**src/rtl/uart_tx_arbiter.sv**
```systemverilog
// Shares one UART transmitter between N_REQ byte producers, one frame at a time.
// Define UART_TX_ARB_RR_EN for round-robin arbitration; otherwise lowest index wins.
module uart_tx_arbiter #(
  parameter int N_REQ  = 2,
  parameter int N_BITS = 8
) (
  input  logic                    i_clock,
  input  logic                    i_reset,
  input  logic [N_REQ-1:0]        i_req_valid,
  input  logic [N_REQ*N_BITS-1:0] i_req_data,
  output logic [N_REQ-1:0]        o_req_ready,
  output logic [N_REQ-1:0]        o_grant,
  output logic                    o_tx_start,
  output logic [N_BITS-1:0]       o_tx_data,
  input  logic                    i_tx_done_tick,
  output logic                    o_busy
);

  localparam int PTR_W = ($clog2(N_REQ) > 1) ? $clog2(N_REQ) : 1;

  typedef enum logic [1:0] {
    IDLE      = 2'd0,
    START     = 2'd1,
    WAIT_DONE = 2'd2
  } state_t;

  state_t              state_q, state_d;
  logic [N_REQ-1:0]    grant_d, ready_d;
  logic                start_d, busy_d;
  logic [N_BITS-1:0]   data_d;

  logic [PTR_W-1:0]    ptr_val;
  logic [N_REQ-1:0]    rot_valid;
  logic                win_found;
  logic [PTR_W-1:0]    win_idx;
  logic [N_REQ-1:0]    win_oh;
  logic [N_BITS-1:0]   win_data;

  // Map an index in [0, 2*N_REQ) back into [0, N_REQ).
  function automatic logic [PTR_W-1:0] wrap_idx(input int idx);
    if (idx >= N_REQ) return PTR_W'(idx - N_REQ);
    return PTR_W'(idx);
  endfunction

`ifdef UART_TX_ARB_RR_EN
  logic [PTR_W-1:0] ptr_q, ptr_d;
  logic [PTR_W-1:0] owner_q, owner_d;
  assign ptr_val = ptr_q;
`else
  assign ptr_val = '0;
`endif

  // Rotate so that the highest-priority requester sits at bit 0.
  assign rot_valid = N_REQ'({i_req_valid, i_req_valid} >> ptr_val);

  always_comb begin
    win_found = 1'b0;
    win_idx   = '0;
    for (int i = 0; i < N_REQ; i++) begin
      if (!win_found && rot_valid[i]) begin
        win_found = 1'b1;
        win_idx   = wrap_idx(int'(ptr_val) + i);
      end
    end
  end

  assign win_oh = N_REQ'(1) << win_idx;

  always_comb begin
    win_data = '0;
    for (int i = 0; i < N_REQ; i++) begin
      if (win_oh[i]) win_data = i_req_data[i*N_BITS +: N_BITS];
    end
  end

  // NOTE: every signal driven here gets a default first, so no path can infer a latch.
  always_comb begin
    state_d = state_q;
    grant_d = o_grant;
    data_d  = o_tx_data;
    busy_d  = o_busy;
    ready_d = '0;
    start_d = 1'b0;
`ifdef UART_TX_ARB_RR_EN
    ptr_d   = ptr_q;
    owner_d = owner_q;
`endif
    unique case (state_q)
      IDLE: begin
        if (win_found) begin
          data_d  = win_data;
          grant_d = win_oh;
          ready_d = win_oh;
          start_d = 1'b1;
          busy_d  = 1'b1;
          state_d = START;
`ifdef UART_TX_ARB_RR_EN
          owner_d = win_idx;
`endif
        end
      end
      // A done tick here belongs to an earlier frame and is ignored.
      START: state_d = WAIT_DONE;
      WAIT_DONE: begin
        if (i_tx_done_tick) begin
          grant_d = '0;
          busy_d  = 1'b0;
          state_d = IDLE;
`ifdef UART_TX_ARB_RR_EN
          ptr_d   = wrap_idx(int'(owner_q) + 1);
`endif
        end
      end
      default: state_d = IDLE;
    endcase
  end

  // NOTE: state registers use non-blocking assignments so all flops update together.
  always_ff @(posedge i_clock or negedge i_reset) begin
    if (!i_reset) begin
      state_q     <= IDLE;
      o_grant     <= '0;
      o_req_ready <= '0;
      o_tx_start  <= 1'b0;
      o_tx_data   <= '0;
      o_busy      <= 1'b0;
    end else begin
      state_q     <= state_d;
      o_grant     <= grant_d;
      o_req_ready <= ready_d;
      o_tx_start  <= start_d;
      o_tx_data   <= data_d;
      o_busy      <= busy_d;
    end
  end

`ifdef UART_TX_ARB_RR_EN
  always_ff @(posedge i_clock or negedge i_reset) begin
    if (!i_reset) begin
      ptr_q   <= '0;
      owner_q <= '0;
    end else begin
      ptr_q   <= ptr_d;
      owner_q <= owner_d;
    end
  end
`endif

endmodule

```
**config.mk**
```make
export PLATFORM = sky130hd
export DESIGN_NAME = uart_tx_arbiter
export DESIGN_NICKNAME = d
export VERILOG_FILES = /design/src/rtl/uart_tx_arbiter.sv
export SDC_FILE = /design/constraint.sdc
export NUM_CORES = 1
export LEC_CHECK = 0
export BUFFER_PORTS_ARGS = -buffer_cell sky130_fd_sc_hd__buf_2
export CAP_MARGIN = 20
export CORE_UTILIZATION = 47
export DETAILED_ROUTE_END_ITERATION = 6
export GPL_ROUTABILITY_DRIVEN = 0
export GPL_TIMING_DRIVEN = 1
export PLACE_DENSITY = 0.82
export RECOVER_POWER = 100
export SLEW_MARGIN = 0
export SYNTH_ARGS = -nofsm -noshare
export SYNTH_HDL_FRONTEND = slang
export SYNTH_SLANG_ARGS = --single-unit
```
**constraint.sdc**
```tcl
create_clock -name i_clock -period 2 [get_ports i_clock]
set_input_delay 0.1 -clock i_clock [delete_from_list [all_inputs] [get_ports i_clock]]
set_output_delay 0.1 -clock i_clock [all_outputs]
set_load 0.01 [all_outputs]
```
==> qor.yml, run 1 <==
layout:
  drive_gt1_frac: 0.4270
  num_antenna_cells: 0
  fin_area_um2: 929.6
  areaGrowthSynthToFinish_pct: 23.63
  nets: 112
die:
  row_count: 14
  die_area_um2: 1764
  io_pins: 35
  fp.dieH_um: 42
  start_util: 0.4992
  core_um2: 1506
  die_w_um: 42
synth:
  syn-instance-count: 53
  netlist_area_um2: 752.0
  synth_top_family_by_area: "multiplexers"
  synth-simple-area-share: 0.07155
  synthMuxAreaShare: 0.2845
  yosysWarnings: 0
  ys_ff_latch: 16
  synth_compound_area_frac: 0.06156
  yosys.area.top_type_share: 0.5324
  synth_top_area_cell: "dfrtp_1"
  ys_seq_area_frac: 0.5324
  yosys.area_share.adder: 0
  syn_area_per_cell_um2: 14.19
  syn_nets: 74
  synth_area_leaders: "dfrtp_1 (53%), mux2_4 (18%), mux2_2 (10%), buf_6 (3.0%), nor3_4 (2.2%)"
  synth_xor_area_frac: 0
  synth.distinct_cells: 17
placed_design:
  post_dp_cell_area_um2: 919.6
  port-buffer-count: 34
  dp_hpwl_um: 1053
timing:
  fin_setup_tns_ns: 0
  slew_headroom: 0.4655
  setup_viol: 0
  period_needed_ns: 1.500
  hold_viol_final: 0
  fmaxAchievable_mhz: 666.6
  skew_ns: 0.001582
  worst_pin_slew_ns: 0.8018
  rsz0062_at_grt: "false"
  drv_slew: 0
  fin_crit_sh: 0.7501
global_route:
  grt_antenna_before_repair: 0
  first_global_vias: 534
  grt_max_degree: 17
  track_usage: 0.1817
  overflow: 0
  grt_first_pass_wirelength_um: 2304
power:
  p_leak_nw: 0.4494
  irDropWorstVdd_v: 0.0007007
  p_per_area_nw_per_um2: 1306
  power_mw: 1.214
worst_setup_path:
  crit_path_end_kind: "flop"
  reg2regPathDepth: 2
  cp-start-kind: "flop"
  cp_slowest_cell: "dfrtp_1"
  cp_num_buf_inv: 0
  critPathKind: "flop to flop"
  r2r_slack_ns: 0.50
  cpPeakStageDelay_ns: 0.50
  arrival_ns: 1.66
  worstPathCellList: "nor3_4 > mux2_2"
  worstPathRequired_ns: 2.16
  path_depth: 2
  crit_path_max_fanout: 10
  critPathTopFamily: "flip-flops"
clock_network:
  cts-resized-gates: 0
  cts_setup_buffers: 0
  cts_made_buffers: 3
  cts_buffer_depth: 2
  path_clk_slew_ns: 0.08
  root_buffer: "clkbuf_4"
  cts_tree: "yes"
  clkSinkCount: 16
  h-tree-depth: 1
  worstSkewPairLatency_ns: 0.27
flow_run:
  max-cap-violations: 0
detailed_routing:
  antenna_left: 0
  drtIter0Drc: 9
  dr.pass1.iters: 4
  vias: 538
  routedWlPerCell_um: 13.21
  drt-total-wl_um: 1387
  viasPerCell: 5.124
  drc: 0
outcome:
  status: "complete, no violations"
min_path:
  hold_path.class: "input port to flop"
  hold_depth: 2
[worst register-to-register path: stages, from the launching register on]
cell and delay, ns:
dfrtp_1 0.50, nor3_4 0.48, mux2_2 0.40
[report_power, final]
group	internal [mW]	total (mW)	switching, mW
sequential	0.471	0.580	0.108
clock	0.0696	0.156	0.0866
combinational	0.235	0.478	0.243
[registers in the layout, summed over array words and instances (netlist names)]
signal       count
o_busy           1
o_grant          2
o_req_ready      2
o_tx_data        8
o_tx_start       1
state_q          2
[cells in the mapped netlist]
| master | number |
|---|---|
| o32ai_1 | 1 |
| nand2b_1 | 1 |
| a2bb2oi_1 | 1 |
| nor2_1 | 1 |
| a21o_1 | 1 |
| o22ai_1 | 1 |
| nor3_4 | 1 |
| o21ai_0 | 1 |
| buf_6 | 2 |
| nor3_1 | 2 |
| inv_1 | 4 |
| dfrtp_1 | 16 |
| mux2_2 | 7 |
| a21oi_1 | 2 |
| nand3_1 | 2 |
| mux2_4 | 9 |
| nor3b_1 | 1 |
[cell type report]
cell class | instances | area [µm²]
well taps | 16 | 20.02
repair buffers | 35 | 161.4
fillers | 133 | 576.8
inverters | 4 | 15.01
flip-flops and latches | 16 | 400.4
multi-input cells | 31 | 310.3
clock buffers | 3 | 22.52
[cell families after synthesis]
kind of cell | Yosys count
flops | 16
simple gates | 8
buf+inv | 6
mux | 16
compound gates | 7
[cells in the final DEF (no fill, tap or decap)]
cell type | Yosys | final
a21oi_1 | 2 | 2
mux2_1 | 0 | 1
mux2_4 | 9 | 8
clkbuf_1 | 0 | 15
nand3_1 | 2 | 2
inv_1 | 4 | 4
nor3b_1 | 1 | 1
clkbuf_4 | 0 | 3
nor2_1 | 1 | 1
dfrtp_1 | 16 | 16
o32ai_1 | 1 | 1
dlygate4sd3_1 | 0 | 1
nand2b_1 | 1 | 1
buf_2 | 0 | 19
mux2_2 | 7 | 7
o21ai_0 | 1 | 1
a2bb2oi_1 | 1 | 1
nor3_4 | 1 | 1
nor3_1 | 2 | 2
o22ai_1 | 1 | 1
a21o_1 | 1 | 1
[what timing repair did]
item,CTS,global route
hold endpoints to repair,16,0
hold buffers,1,0
setup endpoints to repair,0,0
[metal layers]
metal  wire (µm)  global-route usage  part of all wire  vias to the layer above
li1            -                   -                 -                      265
met1         552              0.1960              0.40                      258
met2         786              0.3375              0.57                       13
met3          35             0.03879             0.025                        2
met4          13             0.07742            0.0094                        0
met5           0                   0                 0                        -
[metrics by stage]
step / setup slack (ns) / utilization / cells / hold WS, ns
after floorplan: 0.6574 / - / 53 / -0.1956
after global placement: 0.5486 / 0.6105 / 101 / 0.02101
after detailed placement: 0.5083 / 0.6105 / 101 / 0.02230
after CTS: 0.4895 / 0.6321 / 105 / 0.08492
after global routing: 0.4167 / 0.6171 / 105 / 0.06731
final: 0.4999 / 0.6171 / 105 / 0.08442
[worst paths after layout]
path                                end      startpoint
hold reg to reg            o_tx_data[0]    o_tx_data[0]
setup / recovery           o_tx_data[6]      state_q[1]
max in group asynchronous  o_tx_data[1]         i_reset
setup reg to reg           o_tx_data[6]      state_q[1]
hold / removal               o_grant[1]  i_req_valid[0]
min in group asynchronous  o_tx_data[0]         i_reset
(Power assumes the default switching activity.)
==> inputs of run 2 (changes only) <==
CORE_UTILIZATION = 40   (was 47)
PLACE_DENSITY = 0.74   (was 0.82)
clock period = 1.3 ns   (was 2 ns; I/O delays follow)
==> qor.yml, run 2 (synthesis results as in run 1) <==
outcome:
  status: "complete, no violations"
die:
  die_area_um2: 2058
  row_count: 15
  die_w_um: 45.36
  fp.dieH_um: 45.36
  io_pins: 35
  core_um2: 1745
  start_util: 0.4308
layout:
  drive_gt1_frac: 0.4574
  finish.utilization: 0.5677
  ff_latch_area_um2: 400.4
  multi_input_area_um2: 314.1
  nets: 117
  largest_reg_flops: 8
  fin_cells: 119
  regMostFlops: "o_tx_data"
  num_antenna_cells: 0
  mostFrequentLayoutCell: "buf_2"
  layout_common_cells: "buf_2 (19), clkbuf_1 (16), dfrtp_1 (16), mux2_4 (9), mux2_2 (7)"
  areaGrowthSynthToFinish_pct: 31.78
  num-fill-cells: 161
  fin_area_um2: 991.0
clock_network:
  cts_hold_buf: 1
  path_clk_slew_ns: 0.08
  h-tree-depth: 1
  clkSinkCount: 16
  cts_buffer_depth: 2
  root_buffer: "clkbuf_4"
  worstSkewPairLatency_ns: 0.28
  cts_made_buffers: 3
  cts-resized-gates: 0
  cts_setup_buffers: 0
  cts_tree: "yes"
global_route:
  grt_antenna_before_repair: 0
  overflow: 0
  track_usage: 0.1472
  grt_first_pass_wirelength_um: 2042
  first_global_vias: 495
  grt_max_degree: 17
power:
  p_leak_nw: 0.4793
  power_mw: 1.950
  irDropWorstVdd_v: 0.001311
  p_per_area_nw_per_um2: 1968
detailed_routing:
  drc: 0
  antenna_left: 0
  dr.pass1.iters: 2
  drtIter0Drc: 4
  viasPerCell: 4.597
  drt-total-wl_um: 1296
  routedWlPerCell_um: 10.89
  vias: 547
placed_design:
  dp_hpwl_um: 996.7
  place_inst: 115
  post_dp_cell_area_um2: 980.9
  port-buffer-count: 34
flow_run:
  max-cap-violations: 0
timing:
  fmaxAchievable_mhz: 839.9
  rsz0062_at_grt: "false"
  fin_crit_sh: 0.9159
  period_needed_ns: 1.191
  worst_pin_slew_ns: 0.8548
  slew_headroom: 0.4301
  setup_viol: 0
  hold_viol_final: 0
  fin_setup_tns_ns: 0
  drv_slew: 0
  skew_ns: 0.004034
worst_setup_path:
  cp_slowest_cell: "dfrtp_1"
  arrival_ns: 1.36
  cp_num_buf_inv: 1
  cpPeakStageDelay_ns: 0.41
  crit_path_max_fanout: 5
  worstPathRequired_ns: 1.47
  critPathKind: "flop to flop"
  critPathTopFamily: "flip-flops"
  cp-start-kind: "flop"
  crit_path_end_kind: "flop"
  worstPathCellList: "nor3_4 > buf_4 > mux2_2"
min_path:
  hold_path.class: "input port to flop"
run 2: cell count changes in the layout (fill, tap and decap cells not counted), sizes merged:
| cell | change |
|---|---|
| buf | +4 |
| clkbuf | +1 |
run 2: per-stage QoR:
step	setup WS, ns	hold slack (ns)
after detailed placement	0.09195	-0.008168
after global routing	0.06502	0.01782
after CTS	0.09959	0.02750
final	0.1094	0.03428
after global placement	0.1152	-0.006071
after floorplan	0.01546	-0.2306
run 2: metal layers:
layer	vias up	routed length (µm)	track usage
li1	271	-	-
met1	253	499	0.1624
met2	21	673	0.2232
met3	2	100	0.08400
met4	0	22	0.07879
met5	-	0	0
run 2: power by group:
| part | switching (mW) | internal (mW) |
|---|---|---|
| registers | 0.120 | 0.726 |
| logic | 0.420 | 0.440 |
| clock network | 0.138 | 0.107 |
| total | 0.677 | 1.27 |
run 2: path summary, 6_finish.rpt:
path / depth (start not counted) / startpoint / slack (ns) / to
max in group asynchronous: 2 / i_reset / 0.37 / o_tx_data[7]
min in group asynchronous: 2 / i_reset / 0.41 / o_grant[0]
worst max-delay path: 3 / state_q[0] / 0.11 / o_tx_data[3]
worst min register to register: 1 / o_busy / 0.48 / o_busy
worst min-delay path: 2 / i_req_valid[0] / 0.03 / o_grant[1]
worst max register to register: 3 / state_q[0] / 0.11 / o_tx_data[3]
run 2: cell type report:
class,count,area share
clock buffer,3,0.02273
inverter,4,0.01515
multi-input combinational,31,0.3169
sequential,16,0.4040
tap,25,0.03157
timing repair buffer,40,0.2096
run 2: worst reg2reg max path, delay by kind of cell, from the launching register on:
| family | cells | cell delay, ns |
|---|---|---|
| AND/OR/NAND/NOR | 1 | 0.18 |
| flip-flops | 1 | 0.41 |
| multiplexers | 1 | 0.33 |
| buffers and inverters | 1 | 0.17 |
==> inputs of run 3 (changes only) <==
CORE_UTILIZATION = 44   (was 40)
PLACE_DENSITY = 0.77   (was 0.74)
REMOVE_ABC_BUFFERS = 1   (was default)
TNS_END_PERCENT = 100   (was default)
clock period = 1.19 ns   (was 1.3 ns; I/O delays follow)
==> qor.yml, run 3 (synthesis results as in run 1) <==
outcome:
  status: "finished with violations"
  violations: "design-rule violations, negative setup slack"
clock_network:
  cts_tree: "yes"
  cts_made_buffers: 3
  h-tree-depth: 1
  cts_setup_buffers: 0
  path_clk_slew_ns: 0.08
  root_buffer: "clkbuf_4"
  clkSinkCount: 16
  worstSkewPairLatency_ns: 0.27
  cts_buffer_depth: 2
power:
  irDropWorstVdd_v: 0.001311
  switching_power_mw: 0.7818
  p_leak_nw: 0.5000
  p_per_area_nw_per_um2: 2232
  power_mw: 2.257
  p_int_mw: 1.475
  sequentialPowerShare: 0.412
  switching_share: 0.3464
  power.share.clock: 0.119
  comb_power_share: 0.469
layout:
  finish.utilization: 0.6485
  mostFrequentLayoutCell: "buf_2"
  num_antenna_cells: 0
  drive_gt1_frac: 0.4632
  fin_area_um2: 1011
  regMostFlops: "o_tx_data"
  layout_common_cells: "buf_2 (19), clkbuf_1 (16), dfrtp_1 (16), mux2_4 (12)"
  largest_reg_flops: 8
  areaGrowthSynthToFinish_pct: 34.44
  fin_cells: 111
  nets: 118
  num-fill-cells: 140
die:
  io_pins: 35
  row_count: 14
  fp.dieH_um: 43.34
  die_area_um2: 1878
  die_w_um: 43.34
  core_um2: 1559
  start_util: 0.4823
timing:
  rsz0062_at_grt: "true"
  hold_viol_final: 0
  skew_ns: 0.001309
  setup_viol: 8
  period_needed_ns: 1.262
  worst_pin_slew_ns: 0.8297
  fin_crit_sh: 1.061
  fmaxAchievable_mhz: 792.3
  drv_slew: 0
  slew_headroom: 0.4469
  fin_setup_tns_ns: -0.4454
  setup_slack_ns: -0.07222
  holdWs_ns: 0.1029
placed_design:
  post_dp_cell_area_um2: 989.7
  port-buffer-count: 34
  place_inst: 107
  dp_hpwl_um: 1055
  post-place-ws_ns: -0.06923
worst_setup_path:
  cpPeakStageDelay_ns: 0.41
  cp_slowest_cell: "dfrtp_1"
  crit_path_max_fanout: 9
  worstPathCellList: "nor3_4 > buf_12 > mux2_2"
  worstPathRequired_ns: 1.36
  arrival_ns: 1.43
  cp-start-kind: "flop"
  crit_path_end_kind: "flop"
  critPathKind: "flop to flop"
detailed_routing:
  drtIter0Drc: 6
  drc: 4
  vias: 565
  drt-total-wl_um: 1412
  dr.pass1.iters: 6
  viasPerCell: 5.090
  antenna_left: 0
  routedWlPerCell_um: 12.72
global_route:
  track_usage: 0.1761
  grt_antenna_before_repair: 0
  grt_max_degree: 17
  grt_first_pass_wirelength_um: 2332
  overflow: 0
  first_global_vias: 510
flow_run:
  max-cap-violations: 0
min_path:
  hold_path.class: "input port to flop"
[run 3: changes by cell type in the layout (fill, tap and decap cells not counted), sizes merged]
cell  before  now
buf       23   24
[run 3: power groups by stage]
stage / logic, mW / clock network (mW) / registers [mW]
after global placement: 1.05 / 0 / 0.924
after CTS: 1.10 / 0.274 / 0.923
after floorplan: 0.442 / 0 / 1.07
after detailed placement: 1.08 / 0 / 0.932
final: 1.06 / 0.268 / 0.930
after global routing: 1.15 / 0.310 / 0.964
[run 3: area by class of cell]
| class | count | area (µm²) | area share |
|---|---|---|---|
| Clock buffer | 3 | 22.52 | 0.02228 |
| Inverter | 4 | 15.01 | 0.01485 |
| Multi-Input combinational cell | 31 | 325.3 | 0.3218 |
| Sequential cell | 16 | 400.4 | 0.3960 |
| Tap cell | 16 | 20.02 | 0.01980 |
| Timing Repair Buffer | 41 | 227.7 | 0.2252 |
[run 3: repair_timing]
| item | 4_1_cts | 5_1_grt |
|---|---|---|
| resized for setup | 1 | 2 |
| gates cloned | 0 | 0 |
| endpoints found under the setup margin | 8 | 8 |
| hold endpoints to repair | 16 | 0 |
| hold buffers | 1 | 0 |
| pin swaps | 1 | 0 |
[run 3: metal layers]
metal / track usage / wire length [µm] / vias up
li1: - / - / 272
met1: 0.2082 / 586 / 275
met2: 0.2818 / 752 / 16
met3: 0.07500 / 58 / 2
met4: 0.07500 / 14 / 0
met5: 0 / 0 / -
[run 3: path summary, 6_finish.rpt]
kind | start | to | slack (ns) | cells past startpoint
max in group asynchronous | i_reset | o_busy | 0.28 | 2
hold reg to reg | o_busy | o_busy | 0.51 | 1
hold / removal | i_req_valid[0] | o_grant[1] | 0.10 | 3
min in group asynchronous | i_reset | o_grant[0] | 0.40 | 2
setup / recovery | state_q[0] | o_tx_data[2] | -0.07 | 3
setup reg to reg | state_q[0] | o_tx_data[2] | -0.07 | 3
[run 3: critical path: cells and delay by family (launching register included)]
family | cells | cell delay [ns]
muxes | 1 | 0.33
DFF | 1 | 0.41
and+or+nand+nor | 1 | 0.25
buffers and inverters | 1 | 0.16
